===== config.mk =====
export PLATFORM = sky130hd
export DESIGN_NAME = copper_fetch
export DESIGN_NICKNAME = d
export VERILOG_FILES = /design/src/rtl/copper_fetch.sv
export SDC_FILE = /design/constraint.sdc
export NUM_CORES = 1
export LEC_CHECK = 0
export BUFFER_PORTS_ARGS = -buffer_cell sky130_fd_sc_hd__buf_2
export CORE_UTILIZATION = 35
export DETAILED_ROUTE_END_ITERATION = 7
export PLACE_DENSITY = 0.63
export SLEW_MARGIN = 10
export SYNTH_ARGS = -nofsm -noshare
export SYNTH_HDL_FRONTEND = slang
export SYNTH_SLANG_ARGS = --single-unit

===== constraint.sdc =====
create_clock -name clk -period 4.95 [get_ports clk]
set_input_delay 0.99 -clock clk [delete_from_list [all_inputs] [get_ports clk]]
set_output_delay 0.99 -clock clk [all_outputs]
set_load 0.01 [all_outputs]

===== src/rtl/copper_fetch.sv =====
// copper_fetch: copper instruction prefetcher with dual 16-bit banks and a 3-entry registered-head FIFO
module copper_fetch #(
  parameter int AWIDTH = 10,
  parameter int DEPTH  = 3
) (
  input  logic              clk,
  input  logic              reset_n_i,
  input  logic              load_i,
  input  logic [AWIDTH-1:0] load_addr_i,
  input  logic              stop_i,
  output logic              rd_en_o,
  output logic [AWIDTH-1:0] rd_address_o,
  input  logic [15:0]       even_data_i,
  input  logic [15:0]       odd_data_i,
  output logic              instr_valid_o,
  output logic [31:0]       instr_o,
  output logic [AWIDTH-1:0] instr_addr_o,
  input  logic              instr_ready_i,
  output logic              active_o
);
  localparam int CW = $clog2(DEPTH + 1);
  typedef enum logic {IDLE, RUN} state_t;
  state_t state, state_n;
  logic [AWIDTH-1:0] pc, last_addr;
  logic [CW-1:0] count, count_n;
  logic infl, issue, flush, push, pop;
  logic [AWIDTH+31:0] mem [DEPTH];
  always_ff @(posedge clk)
    state <= !reset_n_i ? IDLE : state_n;
  always_comb begin
    flush = load_i | stop_i;
    state_n = stop_i ? IDLE : load_i ? RUN : state;
    issue = reset_n_i && state == RUN && !flush &&
            ({1'b0, count} + (CW+1)'(infl) < (CW+1)'(DEPTH));
    push = infl && !flush;
    pop = count != '0 && instr_ready_i && !flush;
    count_n = flush ? '0 : count + CW'(push) - CW'(pop);
    rd_en_o = issue;
    rd_address_o = issue ? pc : last_addr;
    active_o = state == RUN;
    instr_valid_o = count != '0;
    {instr_addr_o, instr_o} = mem[0];
  end
  // last_addr is the issuing PC, so it also tags the data returning next cycle
  always_ff @(posedge clk) begin
    if (!reset_n_i) begin
      pc <= '0;
      last_addr <= '0;
      count <= '0;
      infl <= 1'b0;
      for (int i = 0; i < DEPTH; i++) mem[i] <= '0;
    end else begin
      infl <= issue;
      count <= count_n;
      if (load_i && !stop_i) pc <= load_addr_i;
      else if (issue) pc <= pc + AWIDTH'(1);
      if (issue) last_addr <= pc;
      if (pop) for (int i = 0; i < DEPTH - 1; i++) mem[i] <= mem[i+1];
      if (push) mem[count - CW'(pop)] <= {last_addr, even_data_i, odd_data_i};
    end
  end
endmodule


-- Word level (Yosys, flattened, before mapping)
Memory sizes are Yosys's and may differ from the RTL's.
Index checks and enable logic that the tools add are counted.
- register bits: 24
- bits in writable memories: 126
- input port bits: 47
- output and inout port bits: 55
- word-level logic and storage cells: 45
- memories: 1
- memories (name ; depth ; width ; rd ports ; clocked after memory_dff ; write ports ; line ; source):
    mem ; 3 ; 42 ; 3 ; 0 ; 3 ; 27 ; logic [AWIDTH+31:0] mem [DEPTH];
- add/subtract/negate cells: 5
- magnitude comparators: 1
- multiplexer cells: 15
- bitwise gates (word level): 4
- reductions and logical operators: 14
- operators with widths (kind ; count):
    $mux 42 ; 3
    $reduce_or 42->1 ; 1
    $mux 10 ; 3
    $add 10x1->10 const B ; 1
    $mux 1 ; 8
    $logic_and 1x1->1 ; 7
    $reduce_bool 2->1 ; 2
    $reduce_or 2->1 ; 2
    $sub 2x1->2 ; 2
    $add 2x1->3 ; 1
    $lt 3x2->1 const B ; 1
    $or 1x1->1 ; 3
    $add 2x1->2 ; 1
    $logic_not 1->1 ; 2
    $mux 2 ; 1
    $not 1->1 ; 1

-- Longest topological paths before layout
Gate-level depths: netlist of run 1.
- depth in word-level cells: 8
- gate-level depth with buffers: 8
- gate-level depth less buffers: 7

-- Worst setup path before layout of run 1
OpenSTA, ideal clock, no wires.
- path type: input-to-reg
- start point: input stop_i
- end point: memory mem[0][0] in the netlist's numbering, enable pin
- setup time: 0.406 ns
- arrival: 2.974 ns
- setup slack: 1.570 ns
- cell stages on the path: 4
- cells stage by stage: and4bb_1 > nor3b_4 > clkbuf_1 > nand2b_1
- RTL lines (what ; line ; source):
    from (decl) ; 10 ; input logic stop_i,
    to (decl) ; 27 ;

-- Worst setup path after layout of run 1
- start point: input reset_n_i
- end point: output rd_address_o[4]
- cells in the longest elaborated chain, start to end: 4
- ends and longest elaborated chain (what ; line ; source):
    from (decl) ; 7 ; input logic reset_n_i,
    $logic_and 1x1->1 (3 in a row) ; 33 ; issue = reset_n_i && state == RUN && !flush &&
    $mux 10 ; -- ;
    to (decl) ; 12 ; output logic [AWIDTH-1:0] rd_address_o,
No other way between the ends.

==> impl_metrics.env, run 1 <==
export IMPL_outcome="finished clean"
export IMPL_antenna_left=0
export IMPL_synth_top_cell_area_share_pct=59.15
export IMPL_cts_root_buf="clkbuf_16"
export IMPL_clk_latency_ns=0.41
export IMPL_synth_area_top_cells="edfxtp_1 59%, dfxtp_1 7.5%, a22o_1 5.8%, and2_1 5.2%, o21ai_0 4.4%"
export IMPL_hold_path_depth=2
export IMPL_cts_post_setup_buffers_inserted=0
export IMPL_num_vias=4071
export IMPL_rows=49
export IMPL_rsz0062_at_grt="false"
export IMPL_path_class="in -> out"
export IMPL_cts_hold_buffers=0
export IMPL_cts_tree="built"
export IMPL_num_antenna_cells=0
export IMPL_placeableCoreArea_sq_um=17960
export IMPL_tightest_slew_ns=1.204
export IMPL_reg2regPathDepth=4
export IMPL_synth_edff_count=126
export IMPL_layout_nets=641
export IMPL_vdd_drop_max_mv=0.2568
export IMPL_drt_pass1_iterations=4
export IMPL_p_leak_nw=3.056
export IMPL_p_total_w=0.002859
export IMPL_postSynthAreaPerCell_sq_um=12.82
export IMPL_async_reset_ff_share_pct=0
export IMPL_yosys_register_bits=150
export IMPL_whs_ns=0.5149
export IMPL_cts_made_buffers=17
export IMPL_grt_pass1_wl_mm=20.46
export IMPL_endpoint_kind="primary output"
export IMPL_synth_cells=499
export IMPL_ys_seq_area_share_pct=66.67
export IMPL_ys_warn_count=0
export IMPL_cp_required_ns=3.96
export IMPL_r2r_end="mem[0][17]$_DFFE_PP_"
export IMPL_min_path_type="reg -> reg"
export IMPL_hpwl_mm=8.476
export IMPL_synthFlopType="edfxtp_1"
export IMPL_cp_max_fo=26
export IMPL_drv_cap=0
export IMPL_grt_overflow_total=0
export IMPL_die_x_um=137.2
export IMPL_gp_congestion=0.7556
export IMPL_min_period_over_period_pct=69.81
export IMPL_r2r_start="count[1]$_SDFF_PP0_"
export IMPL_drt_iter0_drc=275
export IMPL_initial_utilization_pct=35.61
export IMPL_wl_met1_mm=5.784
export IMPL_min_to="active_o$_SDFFE_PP0P_"
export IMPL_grt_pass1_vias=3991
export IMPL_relSlewSlack_pct=19.49
export IMPL_route_met2_wl_mm=6.318
export IMPL_drt_vias_per_instance=4.893
export IMPL_fin_cells=832
export IMPL_tns_ns=0
export IMPL_r2r_setup_slack_ns=2.46
export IMPL_skew_ns=0.006066
export IMPL_clk_path_buf_depth=2
export IMPL_portBuffers=101
export IMPL_route_met3_wl_um=629
export IMPL_synth_nets=550
export IMPL_slew_viol_final=0
export IMPL_drive_above_1_share_pct=25.54
export IMPL_syn_area_sq_um=6396
export IMPL_routedWlPerCell_um=15.48
export IMPL_cp_start_kind="primary input"
export IMPL_regArea_sq_um=4264
export IMPL_die_area_sq_um=18820
export IMPL_fillCellCount=1678
export IMPL_grt_use_total_pct=14.48
export IMPL_route_detailed_drc=0
export IMPL_hold_viol=0
export IMPL_area_delta_synth_final_pct=20.52
export IMPL_cts_resized_gates=0
export IMPL_powerDensity_nw_per_um2=370.9
export IMPL_min_from="active_o$_SDFFE_PP0P_"
export IMPL_clock_sinks=150
export IMPL_fmax_mhz=289.4
export IMPL_synth_cell_types=38
export IMPL_antenna_found_initial=0
export IMPL_min_period_ns=3.456
export IMPL_multi_input_area_sq_um=1843
export IMPL_routed_top_layer="met4"
export IMPL_ioPinCount=102
export IMPL_yosys_area_top_type="edfxtp_1"
export IMPL_drt_total_wl_mm=12.88
export IMPL_placed_cells=800
export IMPL_die_h_um=137.2
export IMPL_arrival_ns=2.47
export IMPL_htreeDepth=4
export IMPL_setup_violations=0
export IMPL_clkTransAtPathRegs_ns=0.06
export IMPL_grt_max_degree=85
==> how the worst max path moves through the flow <==
| stage | from | endpoint | depth (start not counted) |
|---|---|---|---|
| after global routing | reset_n_i | rd_address_o[4] | 5 |
| after CTS | reset_n_i | rd_address_o[4] | 5 |
| after floorplan | stop_i | mem[0][0]$_DFFE_PP_ | 4 |
| after global placement | reset_n_i | rd_address_o[8] | 5 |
| final | reset_n_i | rd_address_o[4] | 5 |
| after detailed placement | reset_n_i | mem[0][17]$_DFFE_PP_ | 5 |
==> worst max-delay path: stages <==
cell and delay, ns:
buf_2 0.31, nor3b_4 0.35, nand3_4 0.29, mux2_2 0.37
buf_2 0.15
==> cells by family after synthesis <==
logic type               after synthesis  synth area share [%]
AND/OR/NAND/NOR                      137                 13.18
flip-flops                           150                 66.67
buffers and inverters                 77                 5.008
XOR/XNOR                               6                0.8216
AO/OA/AOI/OAI                        115                 11.78
adder cells (fa/ha/maj)                4                0.7825
multiplexers                          10                 1.761
==> area by class of cell <==
type / count / area share, %
sequential: 150 / 55.32
tap: 229 / 3.717
multi-input combinational: 272 / 23.91
clock buffer: 19 / 5.616
clock inverter: 13 / 2.354
timing repair buffer: 105 / 6.947
inverter: 44 / 2.143
==> stage by stage <==
stage          setup slack, ns  instance area [sq um]  utilization (%)
6_report                 1.494                   7709            42.91
3_5_place_dp             1.450                   7094            39.49
4_1_cts                  1.484                   7709            42.91
5_1_grt                  1.367                   7709            42.91
3_3_place_gp             1.561                   7094            39.49
2_1_floorplan            1.570                   6396                -
==> where the power goes <==
group,switching [W],internal [W]
clock,0.000490,0.000841
combinational,0.0000656,0.0000347
sequential,0.0000187,0.00141
total,0.000575,0.00228
==> sequential cells by signal, indices dropped and copies added, names as in the netlist <==
signal / count
last_addr: 10
infl: 1
count: 2
active_o: 1
pc: 10
mem: 126
==> per-layer routing <==
layer  global-route usage (%)  vias to the layer above
li1                         -                     2018
met1                    17.68                     1961
met2                    24.41                       79
met3                    4.415                       13
met4                    4.579                        0
met5                        0                        -
==> Yosys cell counts (3+ instances only) <==
cell type  count
edfxtp_1     126
o21ai_0       56
and2_1        53
inv_1         44
nand3_1       43
a22o_1        42
dfxtp_1       24
clkbuf_1      18
buf_2         13
mux2_2        10
a31oi_1        7
nand2_1        7
nand4_1        5
a21oi_1        4
ha_1           4
or3_1          4
xor2_1         4
o31ai_1        3
or4_1          3
==> layout by cell type (no fill, tap or decap), types with 5 or more instances in the layout <==
cell type,n
a22o_1,42
mux2_2,10
nand4_1,5
dfxtp_1,24
o21ai_0,56
clkbuf_16,17
and2_1,53
nand2_1,6
nand3_1,43
inv_1,44
buf_2,101
a31oi_1,7
edfxtp_1,126
Note: power is estimated with default switching activity, not from simulation.
==> run 2: changes to the inputs <==
Settings changed: ABC_AREA set to 1, PLACE_DENSITY 0.63 to 0.64.
Clock period 4.95 ns to 2.8 ns, I/O delays scaled along.
==> run 2 against run 1 <==
  * Die area up 13%
  * Count of clock-buffer cells in the layout up 1
  * Via count up 34%
  * Global-route usage up 1.7 points
==> impl_metrics.env, run 2 <==
export IMPL_outcome="finished clean"
export IMPL_grt_use_total_pct=16.13
export IMPL_grt_pass1_vias=5246
export IMPL_drt_vias_per_instance=4.339
export IMPL_setup_violations=0
export IMPL_arrival_ns=2.10
export IMPL_min_period_over_period_pct=94.88
export IMPL_dpl_instance_area_sq_um=8119
export IMPL_rsz0062_at_grt="false"
export IMPL_switchingPower_w=0.001059
export IMPL_powerDensity_nw_per_um2=584.0
export IMPL_slew_viol_final=0
export IMPL_p_seq_share_pct=49.1
export IMPL_clkTransAtPathRegs_ns=0.06
export IMPL_path_class="reg -> out"
export IMPL_drv_cap=0
export IMPL_cp_max_fo=23
export IMPL_portBuffers=101
export IMPL_clock_sinks=150
export IMPL_synth_nets=931
export IMPL_gp_congestion=0.8540
export IMPL_syn_area_sq_um=7259
export IMPL_fin_cells=1261
export IMPL_postSynthAreaPerCell_sq_um=8.249
export IMPL_combinationalPowerShare_pct=4.3
export IMPL_clk_path_buf_depth=2
export IMPL_tns_ns=0
export IMPL_placeableCoreArea_sq_um=20300
export IMPL_ioPinCount=102
export IMPL_antenna_found_initial=0
export IMPL_fillCellCount=2044
export IMPL_async_reset_ff_share_pct=0
export IMPL_antenna_left=0
export IMPL_p_sw_share_pct=20.72
export IMPL_ys_warn_count=0
export IMPL_cpPeakStageDelay_ns=0.34
export IMPL_hpwl_mm=9.850
export IMPL_postLayoutCellArea_sq_um=8755
export IMPL_endpoint_kind="primary output"
export IMPL_num_vias=5472
export IMPL_regArea_sq_um=4264
export IMPL_cts_tree="built"
export IMPL_min_from="stop_i"
export IMPL_synth_area_top_cells="edfxtp_1 52%, nand2_1 14%, nor2_1 8.3%, inv_1 8.0%, dfxtp_1 6.6%"
export IMPL_placed_cells=1227
export IMPL_die_x_um=146.0
export IMPL_synth_edff_count=126
export IMPL_yosys_area_top_type="edfxtp_1"
export IMPL_cpMostUsedCell="ha_1"
export IMPL_hold_viol=0
export IMPL_crit_slowest_cell="dfxtp_1"
export IMPL_drive_above_1_share_pct=16.55
export IMPL_drt_pass1_iterations=5
export IMPL_relSlewSlack_pct=64.08
export IMPL_initial_utilization_pct=35.76
export IMPL_synth_common_cells="268 x nand2_1, 161 x nor2_1, 155 x inv_1"
export IMPL_synthFlopType="edfxtp_1"
export IMPL_synth_cell_types=27
export IMPL_routedWlPerCell_um=12.68
export IMPL_min_path_type="in -> reg"
export IMPL_cts_made_buffers=17
export IMPL_largest_reg_flops=126
export IMPL_tightest_slew_ns=0.5382
export IMPL_path_cells="ha_1 -> ha_1 -> a21oi_2 -> nand2_2 -> buf_12 -> inv_2 -> o21a_1 -> inv_1 -> buf_2"
export IMPL_htreeDepth=4
export IMPL_route_detailed_drc=0
export IMPL_final_cell_mix="265 x nand2_1, 161 x nor2_1, 154 x inv_1"
export IMPL_grt_max_degree=85
export IMPL_clk_latency_ns=0.42
export IMPL_die_area_sq_um=21320
export IMPL_yosysMostFrequentCell="nand2_1"
export IMPL_power_share_clock_pct=46.5
export IMPL_area_delta_synth_final_pct=20.60
export IMPL_r2r_start="count[1]$_SDFF_PP0_"
export IMPL_rows=52
export IMPL_cts_hold_buffers=0
export IMPL_startpoint="count[0]$_SDFF_PP0_"
export IMPL_yosys_register_bits=150
export IMPL_min_period_ns=2.657
export IMPL_drt_iter0_drc=310
export IMPL_synth_cells=880
export IMPL_cp_required_ns=2.24
export IMPL_die_h_um=146.0
export IMPL_ys_seq_area_share_pct=58.74
export IMPL_cts_root_buf="clkbuf_16"
export IMPL_layout_commonest_cell="nand2_1"
export IMPL_skew_ns=0.007243
export IMPL_grt_pass1_wl_mm=26.85
export IMPL_vdd_drop_max_mv=0.3788
export IMPL_multi_input_area_sq_um=2228
export IMPL_p_leak_nw=4.272
export IMPL_synth_top_cell_area_share_pct=52.12
export IMPL_fmax_mhz=376.4
export IMPL_drt_total_wl_mm=15.99
export IMPL_layout_nets=1029
export IMPL_p_int_w=0.004053
export IMPL_regMostFlops="mem"
export IMPL_cp_start_kind="register"
export IMPL_num_antenna_cells=0
export IMPL_grt_overflow_total=0
export IMPL_top_regs="mem x126, last_addr x10, pc x10"
==> run 2: critical path, delay by kind of cell (launching register included) <==
| family | cells | cell delay [ns] |
|---|---|---|
| AO/OA/AOI/OAI | 2 | 0.31 |
| adder cells (fa/ha/maj) | 2 | 0.48 |
| buffers and inverters | 4 | 0.43 |
| flip-flops | 1 | 0.34 |
| AND/OR/NAND/NOR | 1 | 0.12 |
==> run 2: what timing repair did <==
action                                  4_1_cts  5_1_grt
resized for setup                             3        7
endpoints found under the setup margin        3       11
buffers inserted                              0        2
==> run 2: final cells by class <==
cell class,count,area share (%)
multi-input combinational,533,25.45
clock buffer,20,4.988
inverter,159,6.817
sequential,150,48.71
tap,270,3.859
timing repair buffer,117,8.146
clock inverter,12,2.029
==> run 2: metal layers <==
metal	wire length, um	GRT usage (%)	part of all wire (%)
met1	7535	20.90	47
met2	7815	26.99	49
met3	476	3.313	3.0
met4	158	5.260	0.99
met5	0	0	0
==> run 2: metrics by stage <==
step / utilization, % / hold slack, ns / total power [W] / worst slack, ns
2_1_floorplan: - / 0.4677 / 0.002662 / 0.02229
3_3_place_gp: 40.00 / 0.4925 / 0.002779 / 0.4445
3_5_place_dp: 40.00 / 0.5016 / 0.002784 / 0.4016
4_1_cts: 43.04 / 0.3104 / 0.005176 / 0.03690
5_1_grt: 43.13 / 0.3200 / 0.005299 / 0.02888
6_report: 43.13 / 0.3319 / 0.005113 / 0.1432
==> run 2: cell families (layout without fill, tap and decap cells) <==
group | count (synthesis) | count (layout) | share of synthesized area, %
AND/OR/NAND/NOR | 502 | 502 | 27.68
buffers and inverters | 197 | 308 | 10.86
flip-flops | 150 | 150 | 58.74
AO/OA/AOI/OAI | 25 | 25 | 1.793
adder cells (fa/ha/maj) | 4 | 4 | 0.6894
XOR/XNOR | 2 | 2 | 0.2413
==> run 2: path summary, 6_finish.rpt <==
| path | cells after the start | to | slack (ns) |
|---|---|---|---|
| setup / recovery | 9 | rd_address_o[5] | 0.14 |
| hold / removal | 2 | active_o$_SDFFE_PP0P_ | 0.33 |
| setup reg to reg | 10 | mem[1][19]$_DFFE_PP_ | 0.72 |
| hold reg to reg | 2 | active_o$_SDFFE_PP0P_ | 0.51 |
==> run 2: power by group through the flow <==
stage	combinational [W]	sequential [W]	clock [W]
3_5_place_dp	0.000224	0.00256	0
6_report	0.000221	0.00251	0.00238
5_1_grt	0.000253	0.00252	0.00253
4_1_cts	0.000225	0.00251	0.00244
2_1_floorplan	0.0000956	0.00257	0
3_3_place_gp	0.000222	0.00256	0
